$ cat src/rtl/vram_writer_pkg.sv
// Shared types and constants for the VRAM write-snoop path.
// vram_wr_t is one queued VRAM write (15-bit address, 8-bit data).
// scr_decode maps a CPU address to a VRAM address and reports whether it hits a screen bank.
package vram_writer_pkg;

    localparam int unsigned VRAM_AW = 15;
    localparam int unsigned VRAM_DW = 8;

    localparam logic [2:0] SCR_BANK_LO = 3'd5;
    localparam logic [2:0] SCR_BANK_HI = 3'd7;

    typedef struct packed {
        logic [14:0] addr;
        logic [7:0]  data;
    } vram_wr_t;

    // Returns {hit, vram_addr}. Fixed bank 5 at 4000-7FFF wins over a paged bank at C000-FFFF.
    function automatic logic [15:0] scr_decode(input logic [15:0] a,
                                               input logic        m128,
                                               input logic [2:0]  page);
        logic [15:0] r;
        r = '0;
        if (a[15:14] == 2'b01)
            r = {1'b1, 1'b0, a[13:0]};
        else if (m128 && a[15:14] == 2'b11 && page == SCR_BANK_LO)
            r = {1'b1, 1'b0, a[13:0]};
        else if (m128 && a[15:14] == 2'b11 && page == SCR_BANK_HI)
            r = {1'b1, 1'b1, a[13:0]};
        return r;
    endfunction

endpackage

$ cat src/rtl/vram_wr_fifo.sv
// Small synchronous FIFO of vram_wr_t entries with a tail-overwrite port.
// Ports: clk_sys/nreset clock and async active-low reset; push/pop/ovw controls;
// wdata entry in; head/tail entries out; level exact count; full/empty flags.
module vram_wr_fifo
    import vram_writer_pkg::*;
#(
    parameter int unsigned DEPTH_LOG2 = 2
) (
    input  logic                  clk_sys,
    input  logic                  nreset,
    input  logic                  push,
    input  logic                  pop,
    input  logic                  ovw,
    input  vram_wr_t              wdata,
    output vram_wr_t              head,
    output vram_wr_t              tail,
    output logic [DEPTH_LOG2:0]   level,
    output logic                  full,
    output logic                  empty
);

    localparam int unsigned DEPTH = 1 << DEPTH_LOG2;
    localparam int unsigned LW    = DEPTH_LOG2 + 1;

    vram_wr_t               mem [DEPTH];
    logic [DEPTH_LOG2-1:0]  wr_ptr;
    logic [DEPTH_LOG2-1:0]  rd_ptr;
    logic [DEPTH_LOG2-1:0]  tail_ptr;
    logic                   push_ok;
    logic                   pop_ok;

    assign full     = (level == LW'(DEPTH));
    assign empty    = (level == '0);
    assign tail_ptr = wr_ptr - DEPTH_LOG2'(1);
    assign head     = mem[rd_ptr];
    assign tail     = mem[tail_ptr];

    // A push into a full FIFO is only legal when the head leaves in the same cycle.
    assign push_ok  = push & (~full | pop);
    assign pop_ok   = pop & ~empty;

    // Storage needs no reset; entries are only read while counted by level.
    always_ff @(posedge clk_sys) begin
        if (push_ok)
            mem[wr_ptr] <= wdata;
        else if (ovw && !empty)
            mem[tail_ptr] <= wdata;
    end

    // Pointers and exact occupancy.
    always_ff @(posedge clk_sys or negedge nreset) begin
        if (!nreset) begin
            wr_ptr <= '0;
            rd_ptr <= '0;
            level  <= '0;
        end else begin
            if (push_ok)
                wr_ptr <= wr_ptr + DEPTH_LOG2'(1);
            if (pop_ok)
                rd_ptr <= rd_ptr + DEPTH_LOG2'(1);
            if (push_ok && !pop_ok)
                level <= level + LW'(1);
            else if (pop_ok && !push_ok)
                level <= level - LW'(1);
        end
    end

endmodule

$ cat src/rtl/vram_writer.sv
// Snoops CPU writes to the screen banks and replays them into the VRAM write port
// in cycles the video fetch leaves free.
// Ports: clk_sys/nreset; CPU bus (addr, din, nMREQ, nWR, nRFSH); paging (m128, page_ram);
// enable; vram_busy; VRAM write port (vram_we, vram_waddr, vram_wdata);
// status (fifo_level, overflow) and overflow_clr.
module vram_writer
    import vram_writer_pkg::*;
#(
    parameter int unsigned DEPTH_LOG2 = 2
) (
    input  logic                  clk_sys,
    input  logic                  nreset,
    input  logic [15:0]           addr,
    input  logic [7:0]            din,
    input  logic                  nMREQ,
    input  logic                  nWR,
    input  logic                  nRFSH,
    input  logic                  m128,
    input  logic [2:0]            page_ram,
    input  logic                  enable,
    input  logic                  vram_busy,
    output logic                  vram_we,
    output logic [14:0]           vram_waddr,
    output logic [7:0]            vram_wdata,
    output logic [DEPTH_LOG2:0]   fifo_level,
    output logic                  overflow,
    input  logic                  overflow_clr
);

    localparam int unsigned LW = DEPTH_LOG2 + 1;

    logic        wr_act_c;
    logic        wr_q;
    logic        wr_q_d;
    logic        cap_c;
    logic [15:0] dec_c;
    logic        pend_valid;
    vram_wr_t    pend;
    vram_wr_t    head;
    vram_wr_t    tail;
    logic        full;
    logic        empty;
    logic        pop_c;
    logic        coalesce_c;
    logic        drop_c;
    logic        push_c;

    // Memory write cycle, excluding refresh.
    assign wr_act_c = ~nMREQ & ~nWR & nRFSH;
    assign cap_c    = wr_q & ~wr_q_d & enable;
    assign dec_c    = scr_decode(addr, m128, page_ram);

    // Write-strobe edge detect.
    always_ff @(posedge clk_sys or negedge nreset) begin
        if (!nreset) begin
            wr_q   <= 1'b0;
            wr_q_d <= 1'b0;
        end else begin
            wr_q   <= wr_act_c;
            wr_q_d <= wr_q;
        end
    end

    // Capture stage: decoded address and data wait one cycle before entering the FIFO.
    always_ff @(posedge clk_sys or negedge nreset) begin
        if (!nreset) begin
            pend_valid <= 1'b0;
            pend       <= '0;
        end else begin
            pend_valid <= cap_c & dec_c[15];
            if (cap_c)
                pend <= '{addr: dec_c[14:0], data: din};
        end
    end

    assign pop_c = ~empty & ~vram_busy;

    // Repeated writes to the tail address collapse into one entry, unless that
    // tail is the only entry and is leaving this cycle.
    assign coalesce_c = pend_valid & ~empty & (tail.addr == pend.addr)
                      & ~((fifo_level == LW'(1)) & pop_c);
    assign drop_c     = pend_valid & ~coalesce_c & full & ~pop_c;
    assign push_c     = pend_valid & ~coalesce_c & ~drop_c;

    vram_wr_fifo #(.DEPTH_LOG2(DEPTH_LOG2)) u_fifo (
        .clk_sys (clk_sys),
        .nreset  (nreset),
        .push    (push_c),
        .pop     (pop_c),
        .ovw     (coalesce_c),
        .wdata   (pend),
        .head    (head),
        .tail    (tail),
        .level   (fifo_level),
        .full    (full),
        .empty   (empty)
    );

    // Registered VRAM write port; address/data hold between pops.
    always_ff @(posedge clk_sys or negedge nreset) begin
        if (!nreset) begin
            vram_we    <= 1'b0;
            vram_waddr <= '0;
            vram_wdata <= '0;
        end else begin
            vram_we <= pop_c;
            if (pop_c) begin
                vram_waddr <= head.addr;
                vram_wdata <= head.data;
            end
        end
    end

    // Sticky overflow; a drop in the same cycle as a clear keeps it set.
    always_ff @(posedge clk_sys or negedge nreset) begin
        if (!nreset)
            overflow <= 1'b0;
        else if (drop_c)
            overflow <= 1'b1;
        else if (overflow_clr)
            overflow <= 1'b0;
    end

endmodule
$ cat config.mk
export PLATFORM = sky130hd
export DESIGN_NAME = vram_writer
export DESIGN_NICKNAME = d
export VERILOG_FILES = /design/src/rtl/vram_writer_pkg.sv /design/src/rtl/vram_wr_fifo.sv /design/src/rtl/vram_writer.sv
export SDC_FILE = /design/constraint.sdc
export NUM_CORES = 1
export LEC_CHECK = 0
export CORE_ASPECT_RATIO = 1.75
export CORE_MARGIN = 4
export CORE_UTILIZATION = 30
export DETAILED_ROUTE_END_ITERATION = 6
export DONT_BUFFER_PORTS = 1
export PLACE_DENSITY_LB_ADDON = 0.3
export SLEW_MARGIN = 20
export SYNTH_ARGS = -nofsm -noshare
export SYNTH_HDL_FRONTEND = slang
export SYNTH_HIERARCHICAL = 1
export SYNTH_SLANG_ARGS = --single-unit
$ cat constraint.sdc
create_clock -name clk_sys -period 4.6 [get_ports clk_sys]
set_clock_uncertainty 0.05 [all_clocks]
set_input_delay 0.46 -clock clk_sys [delete_from_list [all_inputs] [get_ports clk_sys]]
set_output_delay 0.46 -clock clk_sys [all_outputs]
set_load 0.01 [all_outputs]
==> results of run 1 <==
==> cells in the final DEF, fill, tap and decap left out, types with 4 or more instances in the layout <==
cell type,count
a22o_1,14
mux2_2,32
bufinv_16,4
nand3_1,4
xor2_1,15
edfxtp_1,92
clkinvlp_4,4
mux4_2,38
dfrtp_1,58
inv_1,6
clkbuf_16,17
nor4_1,5
xnor2_1,6
buf_4,8
==> state kept, by name, summed over array words and instances, names as in the netlist <==
| name | cells |
|---|---|
| u_fifo/mem | 92 |
| pend | 23 |
| vram_waddr | 15 |
| vram_wdata | 8 |
| u_fifo/level | 3 |
| u_fifo/rd_ptr | 2 |
| u_fifo/wr_ptr | 2 |
| overflow | 1 |
| pend_valid | 1 |
| vram_we | 1 |
| wr_q | 1 |
| wr_q_d | 1 |
==> worst paths after layout <==
check | endpoint | slack (ns) | cells after the start
worst max-delay path | u_fifo/level[2] | 0.72 | 13
worst min-delay path | wr_q | 0.06 | 1
worst max register to register | u_fifo/level[2] | 0.72 | 13
worst min register to register | wr_q_d | 0.38 | 0
max in group asynchronous | pend[1] | 3.69 | 2
min in group asynchronous | pend[12] | 0.50 | 2
==> layout make-up <==
class / instances / area [um^2]
tap: 248 / 310.3
multi-input combinational: 154 / 1938
inverter: 7 / 26.28
clock inverter: 13 / 178.9
fill: 1916 / 13300
timing repair buffer: 12 / 137.6
clock buffer: 19 / 442.9
sequential: 150 / 4214
==> worst max-delay path, stage by stage, from the launching register on <==
cell and delay (ns):
dfrtp_1 0.98, mux4_2 0.61, xor2_1 0.33, nor4_1 0.09, and3_1 0.20, a221oi_2 0.29
nand2b_1 0.14, inv_1 0.08, ha_1 0.17, inv_1 0.06, fa_1 0.38, xor2_1 0.15
nor2_1 0.11, xor2_1 0.14
==> through the flow <==
step                power (W)  instances
floorplan            0.002713        330
global placement     0.002921        569
detailed placement   0.002941        569
CTS                  0.004427        603
global route         0.004562        603
finish               0.004346        603
==> report_power, final <==
part	internal (W)	switching, W	total (W)
clock	0.000918	0.000536	0.00145
sequential	0.00164	0.000279	0.00192
combinational	0.000537	0.000436	0.000973
total	0.00309	0.00125	0.00435
==> per-layer routing <==
metal	track usage (%)	vias to the layer above
li1	-	1335
met5	0	-
met2	21.02	73
met4	5.870	0
met3	3.834	17
met1	12.90	1646
==> timing repair <==
action | in CTS | in global routing
hold buffers | 2 | 0
buffers inserted | 0 | 0
endpoints found under the setup margin | 0 | 0
hold endpoints to repair | 58 | 0
==> flow_summary.yaml, run 1 <==
final_layout:
  num-nets-final: 380
  final_util_pct: 35.28
  area_delta_synth_final_pct: 14.89
  antennaDiodeCount: 0
  stdcell_area_um2: 7248
  drive_above_1_share_pct: 34.08
cts:
  htree_num_levels: 4
  root_buffer: "clkbuf_16"
  cts.repair.resized: 0
  cts_tree: "done"
  clockBufferDepth: 2
  path_clk_slew_ns: 0.06
  numCtsBuffers: 17
  cts.sinks: 150
  worstSkewPairLatency_ns: 0.42
worst_setup_path:
  r2r-start: "u_fifo/wr_ptr[1]"
  crit_arrival_ns: 4.18
  end_kind: "flip-flop"
  timing.critical_path.from: "u_fifo/wr_ptr[1]"
  path_max_fanout: 16
  cp.required_ns: 4.90
  critPathKind: "flip-flop to flip-flop"
  crit_path_start_kind: "flip-flop"
place:
  placedInstanceArea_um2: 6589
  dpl.hpwl_um: 8679
  port_buffers: 0
  routabilityCongestion: 0.7738
  pre_cts_slack_ns: 0.6692
global_route:
  grt_pass1_vias: 3473
  grt_max_degree: 59
  grtUsageTotal_pct: 11.89
  antenna_found_initial: 0
  grt_overflow: 0
  grt_pass1_wl_um: 20760
timing:
  rsz0062_at_grt: "false"
  hold_slack_ns: 0.05715
  slew-limit-headroom_pct: 34.45
  fin_ws_ns: 0.7164
  tns_ns: 0
  min_period_over_period_pct: 84.43
  hold_viol_final: 0
  worst_pin_slew_ns: 0.9801
  setup_violations: 0
  fin_crit_ns: 3.884
  slew_viol_final: 0
  clock.fmax_ghz: 0.2575
floorplan:
  die_height_um: 199.8
  start_util_pct: 30.70
  die_w_um: 117.6
  io_pins: 64
  die-area_um2: 23500
  coreArea_um2: 20550
  row_count: 69
route:
  vias_per_cell: 5.093
  wl_met2_um: 7304
  met1Wirelength_um: 4884
  highest_layer: "met4"
  wl_per_cell_um: 21.92
  ant_nets: 0
  wl_met3_um: 710
  totalWireLength_um: 13220
  vias: 3071
  post-route-drc-count: 0
  first_iter_violations: 221
  drtPass1Iterations: 4
synthesis:
  netlist_instances: 330
  syn_area_per_cell_um2: 19.12
  yosys_warnings: 6
  synthesis.nets: 368
  syn_area_um2: 6309
power_and_ir_drop:
  powerDensity_nw_per_um2: 599.6
  leakage_nw: 2.604
  peakVddDrop_uv: 266.1
outcome:
  status: "complete, no violations"
hold_path:
  hold_path_startpoint: "nWR"
  hp-class: "input pin to flip-flop"
run:
  maxCapViolCount: 0
(Power assumes the default switching activity.)
==> inputs of run 2 (changes only) <==
- ABC_AREA: default -> 1
- clock period: 4.6 -> 3.5 ns (I/O delays scaled with it)
==> run 2 against run 1 <==
  * Combinational power rose by 110%
  * First-iteration DRC count grew 14%
  * Cell count rose by 51%
  * Via count is 42% higher
  * Critical endpoint unchanged
  * Largest power group unchanged
  * Highest routed layer unchanged
==> flow_summary.yaml, run 2 <==
floorplan:
  coreArea_um2: 21500
  start_util_pct: 30.46
  die_height_um: 203.5
  die-area_um2: 24350
  row_count: 71
  io_pins: 64
  die_w_um: 119.7
place:
  port_buffers: 0
  routabilityCongestion: 0.8670
  dpl.hpwl_um: 10860
global_route:
  antenna_found_initial: 0
  grt_pass1_vias: 4621
  grtUsageTotal_pct: 13.89
  grt_max_degree: 59
  grt_pass1_wl_um: 25930
  grt_overflow: 0
final_layout:
  area_delta_synth_final_pct: 18.02
  nFillCells: 2185
  top_register: "u_fifo/mem"
  antennaDiodeCount: 0
  layout_commonest_cell: "nand2_1"
  num-nets-final: 642
  largest_register_ffs: 92
  drive_above_1_share_pct: 17.18
  final_cell_mix: "nand2_1 (106), edfxtp_1 (92), nor2_1 (61)"
  biggestRegsByFlops: "u_fifo/mem: 92 flops, pend: 23 flops, vram_waddr: 15 flops"
cts:
  clockBufferDepth: 2
  htree_num_levels: 4
  cts.sinks: 150
  root_buffer: "clkbuf_16"
  worstSkewPairLatency_ns: 0.42
  cts_tree: "done"
  numCtsBuffers: 17
  path_clk_slew_ns: 0.06
timing:
  hold_viol_final: 0
  tns_ns: 0
  fin_crit_ns: 3.194
  setup_violations: 0
  worst_pin_slew_ns: 0.8236
  clock.fmax_ghz: 0.3131
  rsz0062_at_grt: "false"
  hold_slack_ns: 0.01596
  slew_viol_final: 0
  min_period_over_period_pct: 91.26
  slew-limit-headroom_pct: 45.09
route:
  post-route-drc-count: 0
  drtPass1Iterations: 5
  wl_per_cell_um: 17.91
  totalWireLength_um: 16280
  vias_per_cell: 4.814
  first_iter_violations: 251
  vias: 4376
  ant_nets: 0
worst_setup_path:
  cp.required_ns: 3.75
  worst_path_max_delay_cell: "dfrtp_1"
  crit_chain: "inv_4 > nor2_8 > buf_4 > a22oi_1 > o21ai_2 > o21ai_0 > nor2_1 > nand2_1 > nor2_2 > nand3_2 > nand2_1 > nor2_1 > nand2_2 > inv_1 > ha_1 > inv_1 > fa_1 > a21oi_1 > o21ai_0 > xor2_1"
  crit_path_max_incr_delay_ns: 0.40
  cpLargestDelayFamily: "compound AO/OA/AOI/OAI gates"
  crit_arrival_ns: 3.45
  end_kind: "flip-flop"
  r2r_end: "u_fifo/level[2]"
  cp_num_buf_inv: 4
  crit_path_start_kind: "flip-flop"
  reg2reg_slack_ns: 0.31
  path_max_fanout: 15
  ff2ff_path_depth: 20
  r2r-start: "u_fifo/wr_ptr[0]"
  critPathKind: "flip-flop to flip-flop"
hold_path:
  hp-class: "input pin to flip-flop"
  whs_path_depth: 2
  hold_path_startpoint: "addr[6]"
  hold_path_end: "pend[14]"
power_and_ir_drop:
  leakage_nw: 3.037
  powerDensity_nw_per_um2: 867.7
  peakVddDrop_uv: 307.1
synthesis:
  syn_area_per_cell_um2: 11.25
  yosys_warnings: 6
  netlist_instances: 582
  syn_area_um2: 6549
  synthesis.nets: 620
outcome:
  status: "complete, no violations"
run:
  maxCapViolCount: 0
[run 2: power by group]
| part | internal (W) | total (W) | switching, W |
|---|---|---|---|
| clock network | 0.00114 | 0.00190 | 0.000760 |
| registers | 0.00237 | 0.00274 | 0.000371 |
| logic | 0.000777 | 0.00207 | 0.00129 |
[run 2: repair_timing]
action                                  CTS  global route
hold buffers                             16             0
hold endpoints to repair                 71             0
resized for setup                         0             5
endpoints found under the setup margin    0            93
setup buffers                             0             4
[run 2: worst max path at each step]
stage | start | to | slack, ns | depth (start not counted)
after floorplan | u_fifo/wr_ptr[1] | u_fifo/mem[0][0] | 0.005 | 18
after global placement | u_fifo/wr_ptr[1] | u_fifo/level[1] | 0.15 | 18
after detailed placement | u_fifo/wr_ptr[1] | u_fifo/level[1] | 0.05 | 18
after CTS | u_fifo/wr_ptr[1] | u_fifo/level[1] | 0.06 | 18
after global routing | u_fifo/wr_ptr[1] | u_fifo/level[1] | 0.03 | 18
final | u_fifo/wr_ptr[0] | u_fifo/level[2] | 0.31 | 20
[run 2: worst reg2reg max path: stages, from the launching register on]
cell and delay, ns:
dfrtp_1 0.40, inv_4 0.21, nor2_8 0.09, buf_4 0.19, a22oi_1 0.19, o21ai_2 0.08, o21ai_0 0.23, nor2_1 0.07
nand2_1 0.07, nor2_2 0.05, nand3_2 0.07, nand2_1 0.05, nor2_1 0.11, nand2_2 0.12, inv_1 0.10, ha_1 0.14
inv_1 0.07, fa_1 0.39, a21oi_1 0.15, o21ai_0 0.11, xor2_1 0.15
[run 2: per-stage QoR]
| stage | std cells | power, W | worst slack [ns] | area [um^2] | util (%) |
|---|---|---|---|---|---|
| 2_1_floorplan | 582 | 0.004205 | 0.005298 | 6549 | - |
| 3_3_place_gp | 857 | 0.004723 | 0.1507 | 6880 | 32.00 |
| 3_5_place_dp | 857 | 0.004795 | 0.05245 | 6880 | 32.00 |
| 4_1_cts | 905 | 0.006751 | 0.06242 | 7676 | 35.71 |
| 5_1_grt | 909 | 0.007120 | 0.03437 | 7729 | 35.95 |
| 6_report | 909 | 0.006706 | 0.3059 | 7729 | 35.95 |
[run 2: routing by layer]
metal | wire length (um) | vias up | GRT usage, %
met5 | 0 | - | 0
met4 | 438 | 0 | 5.940
met3 | 706 | 24 | 2.442
met2 | 8818 | 122 | 25.28
met1 | 6321 | 2166 | 15.87
li1 | - | 2064 | -
[run 2: cell type report]
class	count	area, um^2	share of cell area (%)
Sequential cell	150	4215	54.54
Multi-Input combinational cell	351	1962	25.38
Clock buffer	17	425.4	5.504
Timing Repair Buffer	35	374.1	4.841
Tap cell	292	365.4	4.727
Inverter	49	193.9	2.509
Clock inverter	15	192.7	2.493
==> inputs of run 3 (changes only) <==
- clock period: 3.5 -> 3.54 ns (I/O delays scaled with it)
==> run 3 against run 2 <==
  * Die area unchanged
  * Hold slack better by 0.0056 ns
  * Cell area decreased by 0.47%
  * First-iteration DRC count grew 3.6%
==> flow_summary.yaml, run 3 (synthesis gave the netlist of run 2 again) <==
power_and_ir_drop:
  p_sw_w: 0.002419
  switching_share_pct: 37.12
  leakage_nw: 3.020
  p_int_w: 0.004098
  pwr-share-clk_pct: 27.4
  powerDensity_nw_per_um2: 847.3
  peakVddDrop_uv: 281.4
  seqPwrFrac_pct: 41.5
  p_comb_share_pct: 31.1
route:
  vias: 4342
  totalWireLength_um: 16240
  drtPass1Iterations: 6
  first_iter_violations: 260
  post-route-drc-count: 0
  wl_per_cell_um: 17.85
  ant_nets: 0
  vias_per_cell: 4.771
final_layout:
  largest_register_ffs: 92
  final_util_pct: 35.78
  area_delta_synth_final_pct: 17.46
  final_cell_mix: "nand2_1 (106), edfxtp_1 (92), nor2_1 (62)"
  drive_above_1_share_pct: 16.99
  top_register: "u_fifo/mem"
  antennaDiodeCount: 0
  num-nets-final: 643
  layout_commonest_cell: "nand2_1"
  biggestRegsByFlops: "u_fifo/mem: 92 flops, pend: 23 flops, vram_waddr: 15 flops"
  stdcell_area_um2: 7692
worst_setup_path:
  crit_arrival_ns: 3.55
  critPathKind: "flip-flop to flip-flop"
  timing.critical_path.from: "u_fifo/wr_ptr[1]"
  end_kind: "flip-flop"
  cp.required_ns: 3.80
  r2r-start: "u_fifo/wr_ptr[1]"
  cp_num_buf_inv: 3
  worst_path_max_delay_cell: "dfrtp_2"
  crit_path_max_incr_delay_ns: 0.49
  path_common_cell: "nand2_1"
  path_max_fanout: 12
  crit_path_start_kind: "flip-flop"
  cpLargestDelayFamily: "simple AND/OR/NAND/NOR gates"
  crit_chain: "buf_4 > or2_2 > o211ai_1 > nand3_1 > nand2_1 > nand2_1 > nor2_1 > nand2_1 > nor2_1 > nand3_2 > nand2_1 > nor2_1 > nand2_2 > inv_1 > ha_1 > inv_1 > fa_1 > mux2_2"
timing:
  slew_viol_final: 0
  hold_viol_final: 0
  slew-limit-headroom_pct: 45.22
  fin_crit_ns: 3.289
  setup_violations: 0
  clock.fmax_ghz: 0.3041
  rsz0062_at_grt: "false"
  min_period_over_period_pct: 92.91
  fin_ws_ns: 0.2511
  tns_ns: 0
  worst_pin_slew_ns: 0.8204
global_route:
  grtUsageTotal_pct: 14.05
  grt_max_degree: 59
  grt_overflow: 0
  grt_pass1_vias: 4622
  antenna_found_initial: 0
  grt_pass1_wl_um: 25960
outcome:
  status: "complete, no violations"
place:
  routabilityCongestion: 0.8594
  placedInstanceArea_um2: 6880
  pre_cts_slack_ns: 0.08690
  port_buffers: 0
  dpl.hpwl_um: 10700
floorplan:
  die_w_um: 119.7
  die_height_um: 203.5
  coreArea_um2: 21500
  row_count: 71
  start_util_pct: 30.46
  die-area_um2: 24350
  io_pins: 64
cts:
  cts.sinks: 150
  clockBufferDepth: 2
  root_buffer: "clkbuf_16"
  numCtsBuffers: 17
  worstSkewPairLatency_ns: 0.43
  htree_num_levels: 4
  path_clk_slew_ns: 0.07
  cts_tree: "done"
hold_path:
  hp-class: "input pin to flip-flop"
  hold_path_startpoint: "addr[7]"
run:
  maxCapViolCount: 0
## run 3: power groups by stage
stage                     combinational [W]  sequential, W  clock (W)
final                               0.00202        0.00271    0.00179
after global routing                0.00227        0.00277    0.00190
after CTS                           0.00202        0.00272    0.00183
after detailed placement            0.00197        0.00275          0
after global placement              0.00194        0.00273          0
after floorplan                     0.00152        0.00264          0
## run 3: metrics by stage
step                instances  total power (W)  hold WS, ns
global route              910         0.006937      0.01043
global placement          857         0.004667      0.01048
floorplan                 582         0.004158     0.008409
detailed placement        857         0.004723      0.01073
CTS                       907         0.006566    0.0003272
finish                    910         0.006518      0.02159
## run 3: what timing repair did
item / CTS / global route
endpoints found under the setup margin: 0 / 89
buffers inserted: 0 / 3
hold endpoints to repair: 73 / 0
hold buffers: 18 / 0
resized for setup: 0 / 4
## run 3: path summary, 6_finish.rpt
path                              endpoint  slack (ns)  depth (start not counted)
setup / recovery           u_fifo/level[1]        0.25                         18
hold / removal                    pend[15]        0.02                          2
setup reg to reg           u_fifo/level[1]        0.25                         18
hold reg to reg                     wr_q_d        0.33                          0
max in group asynchronous    vram_waddr[1]        2.74                          2
min in group asynchronous          pend[3]        0.43                          2
## run 3: area by class of cell
cell class | count | area (um^2)
tap | 292 | 365.4
clock inverter | 15 | 158.9
fill | 2157 | 13810
clock buffer | 17 | 425.4
inverter | 49 | 193.9
timing repair buffer | 36 | 374.1
multi-input combinational | 351 | 1959
sequential | 150 | 4215
## run 3: per-layer routing
metal / wire length, um / vias to the layer above / global-route usage (%) / part of all wire (%)
li1: - / 2062 / - / -
met2: 8645 / 124 / 25.04 / 53
met3: 648 / 22 / 3.024 / 4.0
met1: 6492 / 2134 / 15.92 / 40
met4: 454 / 0 / 6.596 / 2.8
met5: 0 / - / 0 / 0
